**src/rtl/skid_fifo_slice.sv**
```systemverilog
// skid_fifo_slice: DEPTH-entry elastic valid/ready slice. Every output comes
// straight from a flop, which cuts both the data path and the ready path.
// Entry 0 is the output register. The other DEPTH-1 entries form a circular
// buffer that sits behind it.
//
// Ports:
//   clk, rst        rising-edge clock, synchronous active-high reset
//   flush_i         synchronous discard of every stored entry
//   bwd_*           upstream stream (data/valid in, ready out)
//   fwd_*           downstream stream (data/valid out, ready in)
//   count_o         number of entries held, 0..DEPTH
//   almost_full_o   count_o >= AF_LEVEL
//   overflow_o      one-cycle pulse when a beat is dropped (MODE 1 only)
module skid_fifo_slice #(
  parameter int unsigned DATA_WIDTH = 8,
  parameter int unsigned DEPTH      = 4,
  parameter int unsigned AF_LEVEL   = 3,
  parameter int unsigned MODE       = 0,
  localparam int unsigned CNT_W     = $clog2(DEPTH + 1)
) (
  input  logic                  clk,
  input  logic                  rst,
  input  logic                  flush_i,
  input  logic [DATA_WIDTH-1:0] bwd_data_i,
  input  logic                  bwd_valid_i,
  output logic                  bwd_ready_o,
  output logic [DATA_WIDTH-1:0] fwd_data_o,
  output logic                  fwd_valid_o,
  input  logic                  fwd_ready_i,
  output logic [CNT_W-1:0]      count_o,
  output logic                  almost_full_o,
  output logic                  overflow_o
);

  localparam int unsigned BUF_D = DEPTH - 1;
  localparam int unsigned PTR_W = (BUF_D > 1) ? $clog2(BUF_D) : 1;
  localparam logic [CNT_W-1:0] DEPTH_C  = CNT_W'(DEPTH);
  localparam logic [CNT_W-1:0] AF_C     = CNT_W'(AF_LEVEL);
  localparam logic [PTR_W-1:0] PTR_LAST = PTR_W'(BUF_D - 1);
  localparam bit DROP = (MODE == 1);

  logic [DATA_WIDTH-1:0] mem [BUF_D];
  logic [PTR_W-1:0]      rd_ptr;
  logic [PTR_W-1:0]      wr_ptr;

  logic                  pop;
  logic                  push;
  logic                  buf_has;
  logic                  out_load;
  logic                  take_direct;
  logic                  buf_rd;
  logic                  buf_wr;
  logic [CNT_W-1:0]      count_nxt;
  logic                  valid_nxt;
  logic [DATA_WIDTH-1:0] data_nxt;
  logic                  ovf_nxt;

  // Pointer advance. The wrap is explicit, so BUF_D need not be a power of 2.
  function automatic logic [PTR_W-1:0] ptr_inc(input logic [PTR_W-1:0] p);
    return (p == PTR_LAST) ? '0 : p + PTR_W'(1);
  endfunction

  // Handshakes, buffer steering and next-state values.
  always_comb begin
    pop = fwd_valid_o & fwd_ready_i;
    if (DROP) begin
      push = bwd_valid_i & ((count_o != DEPTH_C) | pop);
    end else begin
      push = bwd_valid_i & bwd_ready_o;
    end
    // The output register is full whenever count_o > 0, so the buffer holds count_o-1 entries.
    buf_has     = (count_o >= CNT_W'(2));
    out_load    = ~fwd_valid_o | pop;
    // A beat bypasses the buffer only when the buffer is empty and the output register frees up.
    take_direct = out_load & ~buf_has & push;
    buf_rd      = out_load & buf_has;
    buf_wr      = push & ~take_direct;
    count_nxt   = count_o + CNT_W'(push) - CNT_W'(pop);

    valid_nxt = fwd_valid_o;
    data_nxt  = fwd_data_o;
    if (out_load) begin
      valid_nxt = buf_has | push;
    end
    if (buf_rd) begin
      data_nxt = mem[rd_ptr];
    end else if (take_direct) begin
      data_nxt = bwd_data_i;
    end

    ovf_nxt = DROP & bwd_valid_i & (count_o == DEPTH_C) & ~pop;
  end

  // Control flops. Flush returns them to their reset values.
  always_ff @(posedge clk) begin
    if (rst || flush_i) begin
      fwd_valid_o   <= 1'b0;
      bwd_ready_o   <= 1'b1;
      count_o       <= '0;
      almost_full_o <= 1'b0;
      overflow_o    <= 1'b0;
      rd_ptr        <= '0;
      wr_ptr        <= '0;
    end else begin
      fwd_valid_o   <= valid_nxt;
      count_o       <= count_nxt;
      bwd_ready_o   <= DROP ? 1'b1 : (count_nxt < DEPTH_C);
      almost_full_o <= (count_nxt >= AF_C);
      overflow_o    <= ovf_nxt;
      if (buf_rd) begin
        rd_ptr <= ptr_inc(rd_ptr);
      end
      if (buf_wr) begin
        wr_ptr <= ptr_inc(wr_ptr);
      end
    end
  end

  // Payload storage. These flops are deliberately not reset.
  always_ff @(posedge clk) begin
    fwd_data_o <= data_nxt;
    if (buf_wr && !rst && !flush_i) begin
      mem[wr_ptr] <= bwd_data_i;
    end
  end

  // Occupancy must stay within 0..DEPTH.
  always_ff @(posedge clk) begin
    if (!rst && !flush_i) begin
      assert (count_nxt <= DEPTH_C);
      assert (!(pop && (count_o == '0)));
    end
  end

endmodule

```
**config.mk**
```make
export PLATFORM = sky130hd
export DESIGN_NAME = skid_fifo_slice
export DESIGN_NICKNAME = d
export VERILOG_FILES = /design/src/rtl/skid_fifo_slice.sv
export SDC_FILE = /design/constraint.sdc
export NUM_CORES = 1
export LEC_CHECK = 0
export CAP_MARGIN = 20
export CORE_MARGIN = 10
export CORE_UTILIZATION = 40
export DETAILED_ROUTE_END_ITERATION = 16
export SLEW_MARGIN = 20
export SYNTH_ARGS = -nofsm -noshare
export SYNTH_HDL_FRONTEND = slang
export SYNTH_SLANG_ARGS = --single-unit
```
**constraint.sdc**
```tcl
create_clock -name clk -period 3.4 [get_ports clk]
set_input_delay 0.68 -clock clk [delete_from_list [all_inputs] [get_ports clk]]
set_output_delay 0.68 -clock clk [all_outputs]
set_load 0.1 [all_outputs]
```
==> results.txt, run 1 <==
- H-tree depth: 2
- Input and output buffers added on the ports amount to 26.
- Traced cell by cell, the critical path runs through clkdlybuf4s50_1.
- Starting utilization of the core area: 0.425
* Worst setup EP type: primary output
* Post-Synthesis Cells: 122
- Worst slew pin tran: 986 ps
* Number of unique standard cell types used by synthesis: 28
- Crit path capture: fwd_data_o[7]
- The number of antenna violations at the first check in global routing was 0.
- Proportion of layout cells with a drive suffix above 1: 0.173
* Number of I/O pins: 28
- Tightest slew margin relative to the limit: 0.341
- Setup violations remaining at the end of the flow were counted as 0.
- Net count reported at finish: 172
- TritonCTS built the clock tree.
- The setup path with the least slack is of type register to primary output.
- The cell family contributing the most delay on the critical path is buffers and inverters.
* Synthesized net count: 139
* Chip width: 85.9 µm
- The final count of hold timing violations came to 0.
* Reg2Reg Capture Point: mem[2][4]
- Leakage power summed over all cells: 0.738 nW
- CTS Buf Count: 5
* Global-route wire length before repair: 5.29 mm
* Maximum fanout count along the critical path: 1
- Cell type contributing the most total cell area after synthesis: sky130_fd_sc_hd__edfxtp_1
- After detailed routing, the number of vias per cell comes to 4.96.
* PostCTS Resize Cnt: 0
* Via count of the first global-routing pass: 1055
* Cell area after synthesis: 1740 µm²
* Crit path required time: 2720 ps
- Measured along the y axis, the die boundary spans 85.9 µm.
* Seq cells post-synth: 44
* Area inside the core boundary: 4090 µm²
* Critical path origin: fwd_data_o[7]
- Sort of element at the start of the critical path: register
* Worst stage delay on the critical path: 1130 ps
- Most frequent standard cell in the layout excluding fill and tap cells: sky130_fd_sc_hd__edfxtp_1
* Total wire length after detailed routing: 3.20 mm
* Worst r2r src: count_o[1]
* Leading cell types in the layout, fill and taps excluded: sky130_fd_sc_hd__edfxtp_1 (32), sky130_fd_sc_hd__clkdlybuf4s50_1 (16), sky130_fd_sc_hd__buf_4 (14)
- Final cycle utilization of the critical path: 0.714
- Data arrives at the worst endpoint at 1750 ps.
- Result of the run: completed
- Postcts setup bufs: 0
- The number of hold buffers added after CTS was 0.
- The setup check on the worst reg-to-reg path leaves a slack of 1570 ps.
* Clock-pin slew on the worst setup and hold paths: 70 ps
- Clock Tree Buf Depth: 2
- Summed over all layers, the global routing overflow is 0.
- The routed layout has 1022 vias.
- VDD sags by at most 304 µV.
- Sequential cell area fraction in the yosys report: 0.692
- For the worst-skew pair, the clock arrives at the later sink with an insertion delay of 290 ps.
- Yosys printed 0 warnings.
- Compared with the post-synthesis result, the final layout area differs by 21.9%.
- The clock arrives with 4.83 ps of skew.
- Antenna Violating Nets Remaining: 0
* Achievable clock frequency: 412 MHz
- The number of buffers and inverters on the critical path is 1.
- In this run, the number of DRC markers left after iteration 0 of detailed routing was 44.
* Count of maximum capacitance violations: 0
- Floorplan row count: 23
- Worst reg2reg path depth: 5
* Total Negative Setup Slacks: 0 ps
- Half-perimeter wire length after detailed placement: 2.29 mm
* Final-layout fill cell count: 363
- Proportion of netlist area held by the largest area contributor: 0.554
* Die outline area: 7370 µm²
- Dpl cell area: 2040 µm²
- Count of TritonRoute iterations in the first routing pass: 5
* Largest net degree at the start of global routing: 17
* # DRC: 0
- The number of antenna diodes in the final layout is 0.
* Count of cell instances traversed by the critical path: 1
* Synthesized area divided by synthesized cell count: 14.2 µm²
- Hold Path Class: register to register
- Cell with the largest stage delay on the worst path: sky130_fd_sc_hd__clkdlybuf4s50_1
* Setup repair after global routing missed its margin: no
* GRT Util Overall: 0.0927
* Routed length per instance: 15.5 µm
- Power per standard cell area: 511 nW/µm²
* Final critical path time including I/O delays and setup: 2430 ps
* Area contributors post-synth: sky130_fd_sc_hd__edfxtp_1 (55%), sky130_fd_sc_hd__dfxtp_1 (14%), sky130_fd_sc_hd__mux2i_1 (5.8%)
* CTS root buf: sky130_fd_sc_hd__clkbuf_8
* Placer Congestion: 0.667
* Number of pins exceeding their max-slew limit in the final report: 0
- Hold timing on the final database bottoms out at a slack of 488 ps.
- Overall power consumption after layout is estimated at 1.08 mW.
- Post-route standard cell area excluding fillers: 2120 µm²
- Clk sinks: 44
## state kept, by name, indices dropped and copies added (netlist names), named ones only
register       flops
count_o            3
rd_ptr             2
bwd_ready_o        1
fwd_valid_o        1
fwd_data_o         8
almost_full_o      1
mem               24
wr_ptr             2
## synth_stat cells
library cell / n
sky130_fd_sc_hd__clkbuf_1: 1
sky130_fd_sc_hd__conb_1: 1
sky130_fd_sc_hd__or4_1: 1
sky130_fd_sc_hd__nor4b_1: 1
sky130_fd_sc_hd__nor2_1: 4
sky130_fd_sc_hd__dfxtp_1: 12
sky130_fd_sc_hd__or2_1: 1
sky130_fd_sc_hd__inv_1: 6
sky130_fd_sc_hd__fa_1: 1
sky130_fd_sc_hd__a31oi_1: 1
sky130_fd_sc_hd__buf_2: 1
sky130_fd_sc_hd__xor2_1: 1
sky130_fd_sc_hd__mux2i_1: 10
sky130_fd_sc_hd__mux2_2: 8
sky130_fd_sc_hd__buf_6: 1
sky130_fd_sc_hd__edfxtp_1: 32
sky130_fd_sc_hd__nand4b_1: 1
sky130_fd_sc_hd__nand2b_1: 1
sky130_fd_sc_hd__nor2b_1: 1
sky130_fd_sc_hd__o21ai_0: 10
sky130_fd_sc_hd__ha_1: 3
sky130_fd_sc_hd__a21o_1: 1
sky130_fd_sc_hd__a21oi_1: 4
sky130_fd_sc_hd__nand2_1: 13
sky130_fd_sc_hd__or3_1: 1
sky130_fd_sc_hd__buf_4: 1
sky130_fd_sc_hd__and2_1: 3
sky130_fd_sc_hd__nand3b_1: 1
## final cells by class
type | count | area, µm² | area share
Clock buffer | 7 | 76.3 | 0.0361
Clock inverter | 1 | 3.75 | 0.00177
Inverter | 6 | 22.5 | 0.0106
Multi-Input combinational cell | 68 | 484 | 0.229
Sequential cell | 44 | 1200 | 0.568
Tap cell | 50 | 62.6 | 0.0296
Timing Repair Buffer | 30 | 265 | 0.125
## per-stage QoR
stage / setup slack (ps) / utilization / instances
finish: 973 / 0.518 / 206
global route: 920 / 0.518 / 206
CTS: 953 / 0.518 / 206
detailed placement: 750 / 0.498 / 198
global placement: 830 / 0.498 / 198
floorplan: 341 / - / 122
## worst min-delay path by stage
stage	startpoint	endpoint	cells past startpoint
6_report	wr_ptr[1]	wr_ptr[1]	2
5_1_grt	wr_ptr[1]	wr_ptr[1]	2
4_1_cts	wr_ptr[1]	wr_ptr[1]	2
3_5_place_dp	wr_ptr[1]	wr_ptr[1]	2
3_3_place_gp	wr_ptr[1]	wr_ptr[1]	2
2_1_floorplan	wr_ptr[1]	wr_ptr[1]	2
## where the power goes
part	total (mW)	internal [mW]	switching (mW)
sequential	0.598	0.592	0.00633
combinational	0.182	0.0492	0.133
clock	0.301	0.143	0.158
total	1.08	0.784	0.296
## cell families after synthesis
group | share of synthesized area
flops | 0.692
simple gates | 0.0808
mux | 0.110
fa+ha+maj | 0.0332
buf+inv | 0.0288
compound gates | 0.0483
other cells | 0.00216
xor+xnor | 0.00505
## metal layers
layer  GRT usage  share of wire  vias to the layer above
met2       0.145           0.47                       31
met1       0.106           0.45                      491
met3      0.0464          0.065                        2
li1            -              -                      498
met4      0.0359         0.0069                        0
met5           0              0                        -
Note: power is estimated with default switching activity, not from simulation.
==> inputs of run 2 (changes only) <==
==> constraint.sdc (replaced) <==
create_clock -name clk -period 2.5 [get_ports clk]
set_input_delay 0.5 -clock clk [delete_from_list [all_inputs] [get_ports clk]]
set_output_delay 0.5 -clock clk [all_outputs]
set_load 0.1 [all_outputs]
==> results.txt, run 2 (same netlist as run 1, synthesis figures left out) <==
* Result of the run: completed
- The number of antenna violations at the first check in global routing is 0.
* Detail Route met2 WL: 1.72 mm
- Met1 Wirelength: 1.30 mm
* Largest net degree at the start of global routing: 17
- The number of gates resized after CTS was 0.
- The initial utilization of the core area, before any placement, comes to 0.425.
- The total overflow left after global routing is 0.
- The floorplan step defined a core boundary enclosing 4090 µm².
- Source-to-sink clock delay at the later pin of the worst-skew pair: 290 ps
- The number of global-route vias before repair is 1086.
- The count of final max-slew check failures was 0.
- Chip width: 85.9 µm
- Most frequent standard cell in the layout excluding fill and tap cells: sky130_fd_sc_hd__edfxtp_1
- In the layout the commonest cells are sky130_fd_sc_hd__edfxtp_1 (32), sky130_fd_sc_hd__buf_4 (18), sky130_fd_sc_hd__nand2_1 (13).
- Number of setup violations in the final report: 0
- Floorplan row count: 23
- Of the cells placed in the final design, the portion with a size suffix greater than 1 is 0.231.
- 0 antenna diodes ended up in the layout.
- In the final layout, the registers with the most flip-flops are mem: 24 flops, fwd_data_o: 8 flops, count_o: 3 flops.
- Net count reported at finish: 172
* Placer Congestion: 0.734
* Die Span Y: 85.9 µm
- Leaving out filler cells and counting taps, the final layout contains 206.
- Critical path type: input pin to register
- Post-CTS timing repair inserted 0 buffers for setup.
- On the final layout, the worst hold slack is 509 ps.
- The routed design could run at a clock period as short as 2140 ps.
- Total wire length after detailed routing: 3.25 mm
* Routed length per instance: 15.8 µm
- Count of TritonRoute iterations in the first routing pass: 4
* Crit path capture: bwd_ready_o
- Highest metal layer used by the detailed router: met4
* Total Negative Setup Slacks: 0 ps
* Sort of element at the start of the critical path: input pin
- Power per standard cell area: 696 nW/µm²
- Critical path arrival: 2320 ps
* Minimum setup slack among reg-to-reg paths: 700 ps
* Met3 routed WL: 209 µm
* DP Cell Count: 198
- Leakage power summed over all cells: 0.749 nW
- Worst r2r src: fwd_valid_o
* Register with the most flip-flops: mem
* Vias per std cell: 4.87
- Die outline area: 7370 µm²
* Maximum fanout count along the critical path: 3
- The worst pin sits at a relative slew slack of 0.644.
* Clock Tree Buf Depth: 2
- Reg2Reg Capture Point: bwd_ready_o
- From synthesis to final layout, the design area changed by 22.0%.
* IO Port Bufs: 26
- After clock tree synthesis, the clock-pin slew on the worst setup and hold paths is 70 ps.
- The register with the most flip-flops in the layout has 24 of them.
- Detailed routing inserted a total of 1004 vias.
- The first global-routing pass estimated 5.24 mm of wire.
* Worst hold path depth: 2
* Worst slew pin tran: 533 ps
- Post-route clock skew: 4.14 ps
* Worst setup EP type: register
* Final hold viol count: 0
- Data on the critical path is required at its endpoint by 2690 ps.
- TritonCTS built the clock tree.
- CTS placed an instance of sky130_fd_sc_hd__clkbuf_8 at the clock tree root.
- The clock net in this run drives a total of 44 sinks.
* Setup repair after global routing missed its margin: no
- Hold Path Class: register to register
- Timing would allow up to 468 MHz.
- Worst reg2reg path depth: 8
- GRT Util Overall: 0.0933
* Hold-fix buffers, CTS: 0
* Iteration-0 DRC count of the detailed router: 67
- Worst supply voltage drop on vdd: 361 µV
* # DRC: 0
- In this run, CTS created clock tree buffers numbering 5.
- The HPWL after detailed placement is 2.34 mm.
- Count of maximum capacitance violations: 0
- In this run the count of I/O pins placed on the die edge is 28.
* Critical path origin: fwd_ready_i
- Antenna Violating Nets Remaining: 0
- Dividing the final minimum period by the clock period gives 0.854.
- CTS built an H-tree with a depth of 2.
run 2: through the flow:
step	worst slack, ps	util	instance area, µm²	power [mW]
final	364	0.518	2120	1.47
after global routing	257	0.518	2120	1.54
after CTS	377	0.518	2120	1.49
after detailed placement	68.4	0.498	2030	1.08
after global placement	115	0.498	2030	1.08
after floorplan	8.45	-	1740	1.01
run 2: layout make-up:
| class | count | area [µm²] |
|---|---|---|
| well taps | 50 | 62.6 |
| repair buffers | 30 | 255 |
| multi-input cells | 68 | 490 |
| clock inverters | 3 | 13.8 |
| fillers | 354 | 1970 |
| flip-flops and latches | 44 | 1200 |
| clock buffers | 5 | 68.8 |
| inverters | 6 | 22.5 |
run 2: metal layers:
metal	GRT usage	vias up
li1	-	499
met1	0.0962	482
met2	0.153	21
met3	0.0501	2
met4	0.0404	0
met5	0	-
run 2: worst min-delay path by stage:
stage          startpoint         to  slack, ps
3_5_place_dp    wr_ptr[1]  wr_ptr[1]        500
5_1_grt         wr_ptr[1]  wr_ptr[1]        540
6_report        wr_ptr[1]  wr_ptr[1]        510
4_1_cts         wr_ptr[1]  wr_ptr[1]        510
2_1_floorplan   wr_ptr[1]  wr_ptr[1]        450
3_3_place_gp    wr_ptr[1]  wr_ptr[1]        460
run 2: critical path: stages:
cell	delay, ps
sky130_fd_sc_hd__clkdlybuf4s50_1	430
sky130_fd_sc_hd__and2_1	170
sky130_fd_sc_hd__ha_1	270
sky130_fd_sc_hd__inv_1	40
sky130_fd_sc_hd__ha_1	190
sky130_fd_sc_hd__fa_1	380
sky130_fd_sc_hd__xor2_1	180
sky130_fd_sc_hd__nor2_1	120
sky130_fd_sc_hd__inv_1	50
run 2: where the power goes:
part / total, mW / internal [mW] / switching (mW)
combinational: 0.245 / 0.0652 / 0.180
sequential: 0.814 / 0.805 / 0.00861
clock: 0.413 / 0.190 / 0.224
